## config.mk

```make
export PLATFORM = sky130hd
export DESIGN_NAME = fetch_ctrl
export DESIGN_NICKNAME = d
export VERILOG_FILES = /design/src/rtl/cpu_pkg.sv /design/src/rtl/fetch_skid.sv /design/src/rtl/fetch_ctrl.sv
export SDC_FILE = /design/constraint.sdc
export NUM_CORES = 1
export LEC_CHECK = 0
export BUFFER_PORTS_ARGS = -buffer_cell sky130_fd_sc_hd__buf_4
export CORE_MARGIN = 10
export CORE_UTILIZATION = 56
export CTS_CLUSTER_DIAMETER = 80
export DETAILED_ROUTE_END_ITERATION = 12
export GPL_TIMING_DRIVEN = 1
export PLACE_DENSITY = 0.81
export SETUP_SLACK_MARGIN = 0.15
export SLEW_MARGIN = 20
export SYNTH_ARGS = -nofsm -noshare
export SYNTH_HDL_FRONTEND = slang
export SYNTH_HIERARCHICAL = 1
export SYNTH_SLANG_ARGS = --single-unit
```

## constraint.sdc

```tcl
create_clock -name clk -period 2.3 [get_ports clk]
set_input_delay 0 -clock clk [delete_from_list [all_inputs] [get_ports clk]]
set_output_delay 0 -clock clk [all_outputs]
set_load 0.02 [all_outputs]
```

## src/rtl/cpu_pkg.sv

```systemverilog
// Shared fetch-stage definitions: redirect encodings,
// reset vector and the fetch FSM state type.
package cpu_pkg;

    localparam logic [1:0] NPC_SEQ = 2'b00;
    localparam logic [1:0] NPC_BR  = 2'b01;
    localparam logic [1:0] NPC_JMP = 2'b10;
    localparam logic [1:0] NPC_RSV = 2'b11;

    localparam logic [31:0] RESET_PC_DEF = 32'h0040_0000;

    typedef enum logic [1:0] {
        FETCH = 2'd0,
        HOLD  = 2'd1,
        DRAIN = 2'd2
    } fstate_e;

    function automatic logic [31:0] align4(
        input logic [31:0] a
    );
        return {a[31:2], 2'b00};
    endfunction

endpackage

```

## src/rtl/fetch_skid.sv

```systemverilog
// One-entry skid buffer holding a fetched pc/instruction
// while the IF/ID slot is stalled.
module fetch_skid (
    input  logic        clk,
    input  logic        rst_n,
    input  logic        load_i,
    input  logic        clear_i,
    input  logic [31:0] pc_i,
    input  logic [31:0] inst_i,
    output logic        valid_o,
    output logic [31:0] pc_o,
    output logic [31:0] inst_o
);

    logic        valid_q;
    logic [31:0] pc_q;
    logic [31:0] inst_q;

    // Capture on load; clear wins so a flush empties the entry.
    always_ff @(posedge clk or negedge rst_n) begin
        if (!rst_n) begin
            valid_q <= 1'b0;
            pc_q    <= '0;
            inst_q  <= '0;
        end else if (clear_i) begin
            valid_q <= 1'b0;
        end else if (load_i) begin
            valid_q <= 1'b1;
            pc_q    <= pc_i;
            inst_q  <= inst_i;
        end
    end

    assign valid_o = valid_q;
    assign pc_o    = pc_q;
    assign inst_o  = inst_q;

endmodule

```

## src/rtl/fetch_ctrl.sv

```systemverilog
// Instruction fetch controller: pc sequencing, redirect
// handling, imem handshake and IF/ID output slot.
module fetch_ctrl
    import cpu_pkg::*;
#(
    parameter logic [31:0] RESET_PC = RESET_PC_DEF
) (
    input  logic        clk,
    input  logic        rst_n,
    input  logic [1:0]  npc_sel,
    input  logic [31:0] br_target,
    input  logic [31:0] jmp_target,
    input  logic        stall_if,
    output logic        imem_req,
    output logic [31:0] imem_addr,
    input  logic        imem_ready,
    input  logic [31:0] imem_rdata,
    output logic [31:0] pc_if,
    output logic [31:0] inst_if,
    output logic        inst_valid,
    output logic        flush_id,
    output logic        flush_ex
);

    fstate_e     state_q, state_d;
    logic [31:0] pc_q, pc_d;
    logic [31:0] daddr_q, daddr_d;
    logic [31:0] pc_if_q, pc_if_d;
    logic [31:0] inst_if_q, inst_if_d;
    logic        valid_q, valid_d;
    logic        alive_q;

    logic        redirect;
    logic [31:0] target;
    logic        rsp;
    logic        slot_free;
    logic        skid_load;
    logic        skid_clear;
    logic        skid_valid;
    logic [31:0] skid_pc;
    logic [31:0] skid_inst;

    assign redirect = (npc_sel != NPC_SEQ)
                   && (npc_sel != NPC_RSV);
    assign target   = align4((npc_sel == NPC_JMP)
                    ? jmp_target : br_target);
    assign flush_id = redirect;
    assign flush_ex = redirect;

    // alive_q keeps the request low until the first edge
    // after reset release.
    assign imem_req  = alive_q && (state_q != HOLD);
    assign imem_addr = (state_q == DRAIN) ? daddr_q : pc_q;
    assign rsp       = imem_req && imem_ready;
    assign slot_free = !valid_q || !stall_if;

    assign pc_if      = pc_if_q;
    assign inst_if    = inst_if_q;
    assign inst_valid = valid_q;

    fetch_skid u_skid (
        .clk     (clk),
        .rst_n   (rst_n),
        .load_i  (skid_load),
        .clear_i (skid_clear),
        .pc_i    (pc_q),
        .inst_i  (imem_rdata),
        .valid_o (skid_valid),
        .pc_o    (skid_pc),
        .inst_o  (skid_inst)
    );

    // State, pc and IF/ID slot registers.
    always_ff @(posedge clk or negedge rst_n) begin
        if (!rst_n) begin
            state_q   <= FETCH;
            pc_q      <= RESET_PC;
            daddr_q   <= '0;
            pc_if_q   <= '0;
            inst_if_q <= '0;
            valid_q   <= 1'b0;
            alive_q   <= 1'b0;
        end else begin
            state_q   <= state_d;
            pc_q      <= pc_d;
            daddr_q   <= daddr_d;
            pc_if_q   <= pc_if_d;
            inst_if_q <= inst_if_d;
            valid_q   <= valid_d;
            alive_q   <= 1'b1;
        end
    end

    // Next state: redirect first, then per-state fetch flow.
    always_comb begin
        state_d    = state_q;
        pc_d       = pc_q;
        daddr_d    = daddr_q;
        pc_if_d    = pc_if_q;
        inst_if_d  = inst_if_q;
        valid_d    = valid_q;
        skid_load  = 1'b0;
        skid_clear = 1'b0;
        if (redirect) begin
            valid_d    = 1'b0;
            skid_clear = 1'b1;
            pc_d       = target;
            if (imem_req && !imem_ready) begin
                state_d = DRAIN;
                if (state_q == FETCH) begin
                    daddr_d = pc_q;
                end
            end else begin
                state_d = FETCH;
            end
        end else begin
            unique case (state_q)
                FETCH: begin
                    if (rsp && slot_free) begin
                        pc_if_d   = pc_q;
                        inst_if_d = imem_rdata;
                        valid_d   = 1'b1;
                        pc_d      = pc_q + 32'd4;
                    end else if (rsp) begin
                        skid_load = 1'b1;
                        pc_d      = pc_q + 32'd4;
                        state_d   = HOLD;
                    end else if (!stall_if) begin
                        valid_d = 1'b0;
                    end
                end
                HOLD: begin
                    if (!stall_if) begin
                        pc_if_d    = skid_pc;
                        inst_if_d  = skid_inst;
                        valid_d    = skid_valid;
                        skid_clear = 1'b1;
                        state_d    = FETCH;
                    end
                end
                DRAIN: begin
                    if (!stall_if) begin
                        valid_d = 1'b0;
                    end
                    if (imem_ready) begin
                        state_d = FETCH;
                    end
                end
                default: state_d = FETCH;
            endcase
        end
    end

endmodule

```

# Yosys cells after proc, flatten, opt, wreduce, memory -nomap -nowiden
# Index checks and enable logic that the tools add are counted.
# classes
add_sub_neg	1
n_eq_ne	12
mux	34
n_bitwise	2
n_reduce_logical	22
# ops
operator	n
$mux 32	10
$pmux 32 s2	2
$add 32x3->32 const B	1
$mux 1	14
$mux 2	6
$ne 3x3->1 const B	4
$reduce_and 4->1	2
$reduce_bool 2->1	4
$pmux 2 s3	1
$reduce_and 3->1	2
$logic_and 1x1->1	5
$eq 2x2->1 const B	2
$ne 2x1->1 const B	2
$ne 2x2->1 const B	2
$ne 4x3->1 const B	1
$reduce_and 2->1	2
$reduce_bool 4->1	1
$logic_not 1->1	3
$pmux 1 s3	1
$reduce_bool 3->1	1
$eq 2x1->1 const B	1
$logic_not 2->1	1
$not 1->1	2
$logic_or 1x1->1	1
# word_totals
ff_bits	197
in_bits	102
out_inout_bits	100
wordCells	81

# Depth between registers and ports, before layout
# Gate-level depths: netlist of run 1.
# depth
depth_word	9
ltp_mapped	10

# By module
# Netlist of run 1, hierarchy kept.
# by_module_without_submodules
module	n_inst	cells_each	area_per_inst_um2
fetch_ctrl	1	686	7086.8
fetch_skid	1	139	2733.9

# Worst setup path before layout of run 1
# No wires, ideal clock.
# synth_timing
path_type	register to register
start	register state_q[1]
end	register u_skid.inst_q[0], in the netlist u_skid/inst_o[0]
setup_ps	125
arrival_time_ps	2002
t_required_ps	2175
path_slack_ps	173
stages_incl_launch_ff	11
period_less_slack_ps	2127
path_cell_list	dfrtp_1 > inv_1 > ha_1 > buf_2 > nand4b_1 > buf_2 > nor2_1 > nor2b_4 > buf_12 > buf_12 > mux2_4
# synth_via
elab_chain_cells	8
elab_cells_between_ends	14
cone_classes	eq/ne: 2; mux: 6; bitwise: 1; reduce/logical: 5
# synth_rtl
element	line	source
start: declaration	fetch_ctrl.sv:25	fstate_e state_q, state_d;
start signal: assignment	fetch_ctrl.sv:84	state_q <= state_d;
$ne 2x1->1	fetch_ctrl.sv:52	assign imem_req = alive_q && (state_q != HOLD);
$logic_and 1x1->1	fetch_ctrl.sv:52	
$logic_and 1x1->1	fetch_ctrl.sv:54	assign rsp = imem_req && imem_ready;
$mux 1 / $logic_and 1x1->1 (equally long branches)	fetch_ctrl.sv:124, fetch_ctrl.sv:119	
$mux 1	fetch_ctrl.sv:119	if (rsp && slot_free) begin
$mux 1 (*)	fetch_ctrl.sv:117	unique case (state_q)
$mux 1 (*)	fetch_ctrl.sv:104	if (redirect) begin
net skid_load	fetch_ctrl.sv:37	logic skid_load;
$reduce_and 2->1 (no line) (*)	--	
end signal: assignment	fetch_skid.sv:30	inst_q <= inst_i;
end: declaration	fetch_skid.sv:17	logic [31:0] inst_q;
# Mark *: on every way through the listed nets, which the timed path passes. The rest lies on a longest branch.
# A chain may end at the register's enable or synchronous reset.

# Worst setup path in the final report of run 1
# layout_timing
start	register state_q[0]
end	register pc_if_q[1], in the netlist pc_if[1]
# layout_via
elab_chain_cells	6
elab_cells_between_ends	11
cone_classes	eq/ne: 4; mux: 1; reduce/logical: 6
# layout_rtl
element	line	source
$ne 2x1->1	fetch_ctrl.sv:52	
$logic_and 1x1->1	fetch_ctrl.sv:52	
$logic_and 1x1->1	fetch_ctrl.sv:54	
$logic_and 1x1->1	fetch_ctrl.sv:119	
$ne 2x1->1 (no line)	--	
$reduce_and 4->1 (no line)	--	
end signal: assignment	fetch_ctrl.sv:87	pc_if_q <= pc_if_d;
end: declaration	fetch_ctrl.sv:28	logic [31:0] pc_if_q, pc_if_d;
# Parallel ways exist; a longest one is shown, timed or not.

==> impl_metrics.csv, run 1 <==
group,metric,value,unit
status,status,"finished clean",
clocking,tritoncts,"yes",
power,p_switching,4.16,mW
synth,ys_ff_latch,193,
finish,drive_above_1_share,0.370,
clocking,htreeDepth,4,
finish,filler_cell_count,1097,
timing,period_minus_slack,2.10,ns
clocking,path_clk_slew,0.07,ns
clocking,ctsLongestPathBuffers,2,
timing,drv_slew,0,
finish,final-seq-area,4830,sq um
synth,yosysWarnings,6,
clocking,ctsRootBufferMaster,"clkbuf_16",
finish,stdcell_area,13100,sq um
timing,fmax,0.476,GHz
place,portBuffers,195,
route,vias,7945,
power,peakVddDrop,0.561,mV
synth,netlist_area,9820,sq um
critical_path,crit_path_end_kind,"flip-flop",
clocking,clkSinkCount,193,
synth,synth.area.mux_share,0.236,
global_routing,antenna_found_initial,0,
power,intPower,8.06,mW
die,row_count,48,
timing,setup-violations-final,0,
global_routing,grt_pass1_wl,45.1,mm
synth,async_reset_ff_frac,1.00,
timing,skew,0.0144,ns
synth,synth_top_family_by_area,"multiplexers",
route,antenna_left,0,
hold_path,hp-class,"in -> reg",
finish,antenna-diode-count,0,
place,dp_hpwl,17.8,mm
synth,synth_compound_area_frac,0.125,
timing,worst_slew_pin_slew,0.634,ns
finish,multi_input_area,4560,sq um
synth,avgSynthCellArea,11.9,sq um
route,first_pass_iters,5,
critical_path,crit_fanout,18,
power,p_leak,5.57,nW
timing,setup-tns-final,0,ns
power,p_per_area,936,nW/um^2
route,drcViolationCount,0,
timing,slew_headroom,0.577,
global_routing,grt_pass1_vias,8287,
critical_path,arrival,2.45,ns
critical_path,worstSetupStartpointType,"flip-flop",
power,clock_power_share,0.252,
synth,synth-xor-area-share,0.00713,
synth,synthCells,825,
finish,final_common_cell,"buf_4",
synth,synthAdderAreaFrac,0.00637,
die,fp.dieW,152,microns
clocking,numCtsBuffers,17,
place,place_congestion,0.822,
timing,rsz0062_at_grt,"true",
power,pwr-share-comb,0.336,
finish,layout_common_cells,"buf_4, dfrtp_1, a21oi_1, dlygate4sd3_1, mux2i_1",
synth,synth_edf_count,0,
global_routing,grt_max_degree,70,
power,design_power_total,12.2,mW
global_routing,grt-ovfl-total,0,
die,core_area,17200,sq um
timing,fin_crit_sh,0.913,
power,power_frac_seq,0.412,
synth,synth_simple_gate_area_frac,0.0810,
die,dieArea,23200,sq um
timing,hold_violations,0,
route,avgViaCountPerCell,5.99,
die,die_h,152,microns
global_routing,grt_usage,0.235,
route,first_iter_violations,534,
critical_path,worstSetupPathType,"reg -> reg",
power,p_sw_frac,0.340,
finish,area_growth,33.0,%
critical_path,required,2.65,ns
finish,nNetsFinal,1196,
place,post_dp_cell_area,11500,sq um
clocking,insertion_delay,0.43,ns
finish,utilization,0.758,
die,initial_utilization,0.570,
die,ios,202,
synth,ys.flop_type,"dfrtp_1",
synth,yosysSeqAreaShare,0.492,
synth,ys_types,55,
run,drv_cap,0,
timing,hold-worst-slack,0.0185,ns
route,wire_per_inst,21.7,microns
route,postRouteWirelength,28.8,mm
synthesized netlist by cell type (6+ instances only):
| library cell | number | area, sq um |
|---|---|---|
| a31oi_1 | 15 | 93.8 |
| nand4_1 | 12 | 75.1 |
| xnor2_1 | 6 | 52.6 |
| buf_12 | 7 | 140 |
| and4_1 | 8 | 70.1 |
| o21ai_0 | 8 | 40.0 |
| nand2_1 | 23 | 86.3 |
| a211oi_1 | 29 | 218 |
| nor2b_1 | 23 | 144 |
| or4_1 | 11 | 82.6 |
| mux2_4 | 60 | 901 |
| nor2_1 | 7 | 26.3 |
| o31ai_1 | 10 | 75.1 |
| buf_4 | 11 | 82.6 |
| dfrtp_1 | 192 | 4800 |
| clkbuf_1 | 36 | 135 |
| mux2_2 | 61 | 687 |
| buf_2 | 12 | 60.1 |
| a21oi_1 | 132 | 661 |
| inv_1 | 9 | 33.8 |
| mux2i_1 | 73 | 731 |
| nand3_1 | 15 | 75.1 |
final timing paths:
check,startpoint,to,slack (ns),depth (start not counted)
max in group asynchronous,rst_n,pc_q[22]$_DFFE_PN1P_,1.40,3
hold / removal,br_target[28],pc_q[28]$_DFFE_PN0P_,0.02,3
setup / recovery,state_q[0]$_DFFE_PN0P_,pc_if[1]$_DFFE_PN0P_,0.20,8
hold reg to reg,u_skid/valid_o$_DFFE_PN0P_,u_skid/valid_o$_DFFE_PN0P_,0.50,2
setup reg to reg,state_q[0]$_DFFE_PN0P_,pc_if[1]$_DFFE_PN0P_,0.20,8
min in group asynchronous,rst_n,u_skid/inst_o[25]$_DFFE_PN0P_,0.14,2
metrics by stage:
stage	instances	setup slack (ns)
4_1_cts	1318	0.142
3_5_place_dp	1205	0.177
5_1_grt	1326	0.141
6_report	1326	0.201
3_3_place_gp	1205	0.232
2_1_floorplan	828	0.173
logic make-up (layout without fill, tap and decap cells):
family | count (synthesis) | count (layout)
multiplexers | 194 | 194
other | 2 | 5
XOR/XNOR | 8 | 8
AO/OA/AOI/OAI | 209 | 209
AND/OR/NAND/NOR | 130 | 130
flip-flops | 193 | 193
adder cells (fa/ha/maj) | 5 | 5
buffers and inverters | 84 | 357
cell type report:
type                       instances  share of cell area
clock buffer                      18              0.0329
clock inverter                    13              0.0134
inverter                           9             0.00259
multi-input combinational        551               0.349
sequential                       193               0.370
tap                              225              0.0216
timing repair buffer             317               0.211
registers in the layout (all words and copies together), names as in the netlist:
| signal | cells |
|---|---|
| u_skid/valid_o | 1 |
| pc_q | 30 |
| inst_if | 32 |
| inst_valid | 1 |
| pc_if | 32 |
| daddr_q | 30 |
| state_q | 2 |
| u_skid/pc_o | 32 |
| alive_q | 1 |
| u_skid/inst_o | 32 |
repair_timing:
action | in CTS | in global routing
setup endpoints to repair | 25 | 101
gates cloned | 0 | 3
hold buffers | 81 | 0
setup buffers | 1 | 5
hold endpoints to repair | 158 | 0
pin swaps | 0 | 1
resized for setup | 2 | 5
per-layer routing:
metal	wire [microns]	GRT usage
met4	635	0.0817
met1	12100	0.293
met2	14000	0.386
met3	1970	0.0624
met5	0	0
worst max-delay path, stage by stage, from the launching register on:
cell and delay (ns):
dfrtp_1 0.43, inv_2 0.11, ha_1 0.19, and4b_2 0.31, buf_4 0.15, o2bb2ai_4 0.14, and2_2 0.28, buf_12 0.20
mux2i_1 0.21
power groups by stage:
| stage | clock [mW] | sequential (mW) | combinational (mW) |
|---|---|---|---|
| after floorplan | 0 | 5.39 | 1.85 |
| after global placement | 0 | 4.99 | 3.81 |
| after detailed placement | 0 | 5.05 | 3.91 |
| after CTS | 3.10 | 5.00 | 4.07 |
| after global routing | 3.28 | 5.15 | 4.40 |
| final | 3.08 | 5.03 | 4.11 |
Power figures use the tool's default switching activity.
==> run 2, diff against run 1 <==
--- a/config.mk
+++ b/config.mk
@@ -7,7 +7,7 @@
 export LEC_CHECK = 0
 export BUFFER_PORTS_ARGS = -buffer_cell sky130_fd_sc_hd__buf_4
 export CORE_MARGIN = 10
-export CORE_UTILIZATION = 56
+export CORE_UTILIZATION = 55
 export CTS_CLUSTER_DIAMETER = 80
 export DETAILED_ROUTE_END_ITERATION = 12
 export GPL_TIMING_DRIVEN = 1
@@ -16,5 +16,4 @@
 export SLEW_MARGIN = 20
 export SYNTH_ARGS = -nofsm -noshare
 export SYNTH_HDL_FRONTEND = slang
-export SYNTH_HIERARCHICAL = 1
 export SYNTH_SLANG_ARGS = --single-unit
==> impl_metrics.csv, run 2 <==
group,metric,value,unit
power,peakVddDrop,0.604,mV
timing,skew,0.00779,ns
place,pre_cts_slack,0.0794,ns
run,drv_cap,0,
clocking,tritoncts,"yes",
route,first_iter_violations,621,
route,avgViaCountPerCell,6.06,
synth,synthCells,812,
finish,nNetsFinal,1179,
route,vias,7910,
synth,yosys.area.top_type,"dfrtp_1",
timing,period_minus_slack,2.20,ns
synth,async_reset_ff_frac,1.00,
synth,avgSynthCellArea,11.4,sq um
route,antenna_left,0,
hold_path,hp-class,"in -> reg",
global_routing,grt_max_degree,184,
die,ios,202,
synth,netlist_area,9290,sq um
die,core_area,16600,sq um
timing,worst_slew_pin_slew,0.825,ns
timing,fin_ws,0.0954,ns
synth,ys_ff_latch,189,
timing,rsz0062_at_grt,"true",
critical_path,crit_path_end_kind,"flip-flop",
global_routing,grt_pass1_vias,7719,
timing,fin_crit_sh,0.959,
critical_path,worstSetupPathType,"reg -> reg",
status,status,"finished clean",
power,p_leak,5.50,nW
finish,utilization,0.778,
place,dp_hpwl,16.5,mm
timing,setup-tns-final,0,ns
power,p_per_area,992,nW/um^2
timing,drv_slew,0,
synth,synth_top_area_frac,0.507,
place,place_inst,1174,
global_routing,grt_pass1_wl,42.1,mm
timing,hold-worst-slack,0.0258,ns
place,portBuffers,193,
critical_path,crit_slowest_cell,"or4_1",
route,wire_per_inst,21.9,microns
place,place_congestion,0.805,
die,die_h,150,microns
die,fp.dieW,150,microns
critical_path,arrival,2.54,ns
clocking,ctsRootBufferMaster,"clkbuf_16",
synth,ys_types,43,
route,drcViolationCount,0,
place,post_dp_cell_area,11100,sq um
power,design_power_total,12.8,mW
die,row_count,47,
critical_path,required,2.64,ns
clocking,htreeDepth,4,
die,initial_utilization,0.560,
timing,fmax,0.454,GHz
finish,drive_above_1_share,0.386,
route,postRouteWirelength,28.6,mm
global_routing,grt_usage,0.233,
timing,setup-violations-final,0,
clocking,clkSinkCount,189,
timing,hold_violations,0,
clocking,ctsLongestPathBuffers,2,
critical_path,crit_path_cell_trace,"inv_2 > ha_4 > nand4b_4 > or4_4 > or4_1 > a31oi_1",
finish,finalNonFillerCells,1306,
synth,synth.top_cells.by_area,"dfrtp_1, mux2_2, mux2i_1",
global_routing,antenna_found_initial,1,
synth,synth_common_cells,"dfrtp_1, mux2_2, a31oi_1",
finish,final_common_cell,"buf_4",
synth,synth.most_common_cell,"dfrtp_1",
route,first_pass_iters,5,
clocking,insertion_delay,0.43,ns
timing,slew_headroom,0.450,
finish,layout_common_cells,"buf_4, dfrtp_1, mux2_2, a31oi_1, dlygate4sd3_1",
critical_path,slowest_delay,0.52,ns
finish,stdcell_area,12900,sq um
synth,yosysSeqAreaShare,0.510,
critical_path,worstSetupStartpointType,"flip-flop",
synth,synth_edf_count,0,
clocking,path_clk_slew,0.07,ns
critical_path,crit_fanout,6,
global_routing,grt-ovfl-total,0,
synth,yosysWarnings,0,
die,dieArea,22500,sq um
finish,area_growth,39.0,%
clocking,numCtsBuffers,17,
synth,ys.flop_type,"dfrtp_1",
run 2: logic make-up after synthesis:
| group | count (synthesis) | synth area share |
|---|---|---|
| other | 2 | 0.000809 |
| AOI/OAI and AO/OA | 218 | 0.144 |
| and+or+nand+nor | 110 | 0.0729 |
| adders and majority gates | 5 | 0.00674 |
| DFF | 189 | 0.510 |
| muxes | 185 | 0.216 |
| buffers and inverters | 95 | 0.0434 |
| xor gates and xnor gates | 8 | 0.00755 |
run 2: final cells by class:
class	count	area [sq um]
inverter	7	26.3
clock buffer	20	457
sequential	189	4730
multi-input combinational	533	4310
fill	1017	3680
clock inverter	12	206
tap	220	275
timing repair buffer	324	2900
antenna	1	2.50
run 2: repair_timing:
item | 4_1_cts | 5_1_grt
hold buffers | 81 | 0
resized for setup | 4 | 28
gates cloned | 1 | 9
endpoints found under the hold margin | 166 | 0
endpoints found under the setup margin | 54 | 185
buffers inserted | 0 | 8
pin swaps | 0 | 16
run 2: worst max-delay path: cells and delay by family, from the launching register on:
kind	cells	cell delay, ns
compound gates	1	0.19
fa+ha+maj	1	0.18
flops	1	0.43
buf+inv	1	0.10
simple gates	3	1.21
run 2: final timing paths:
path | end | startpoint | slack [ns] | cells past startpoint
max in group asynchronous | pc_q[22]$_DFFE_PN1P_ | rst_n | 1.37 | 3
setup / recovery | pc_q[29]$_DFFE_PN0P_ | state_q[1]$_DFFE_PN0P_ | 0.1 | 6
hold / removal | pc_q[13]$_DFFE_PN0P_ | br_target[13] | 0.03 | 4
setup reg to reg | pc_q[29]$_DFFE_PN0P_ | state_q[1]$_DFFE_PN0P_ | 0.1 | 6
min in group asynchronous | daddr_q[18]$_DFFE_PN0P_ | rst_n | 0.16 | 2
hold reg to reg | daddr_q[13]$_DFFE_PN0P_ | daddr_q[13]$_DFFE_PN0P_ | 0.50 | 1
run 2: power by group:
part	internal, mW	switching (mW)	total [mW]
registers	4.43	0.742	5.17
clock network	2.00	1.30	3.30
logic	2.10	2.23	4.32
total	8.53	4.27	12.8
run 2: metal layers:
layer / up-vias / wire length (microns) / global-route usage
met1: 3988 / 11600 / 0.291
met4: 0 / 620 / 0.0734
li1: 3550 / - / -
met3: 47 / 2350 / 0.0752
met2: 325 / 14000 / 0.377
met5: - / 0 / 0
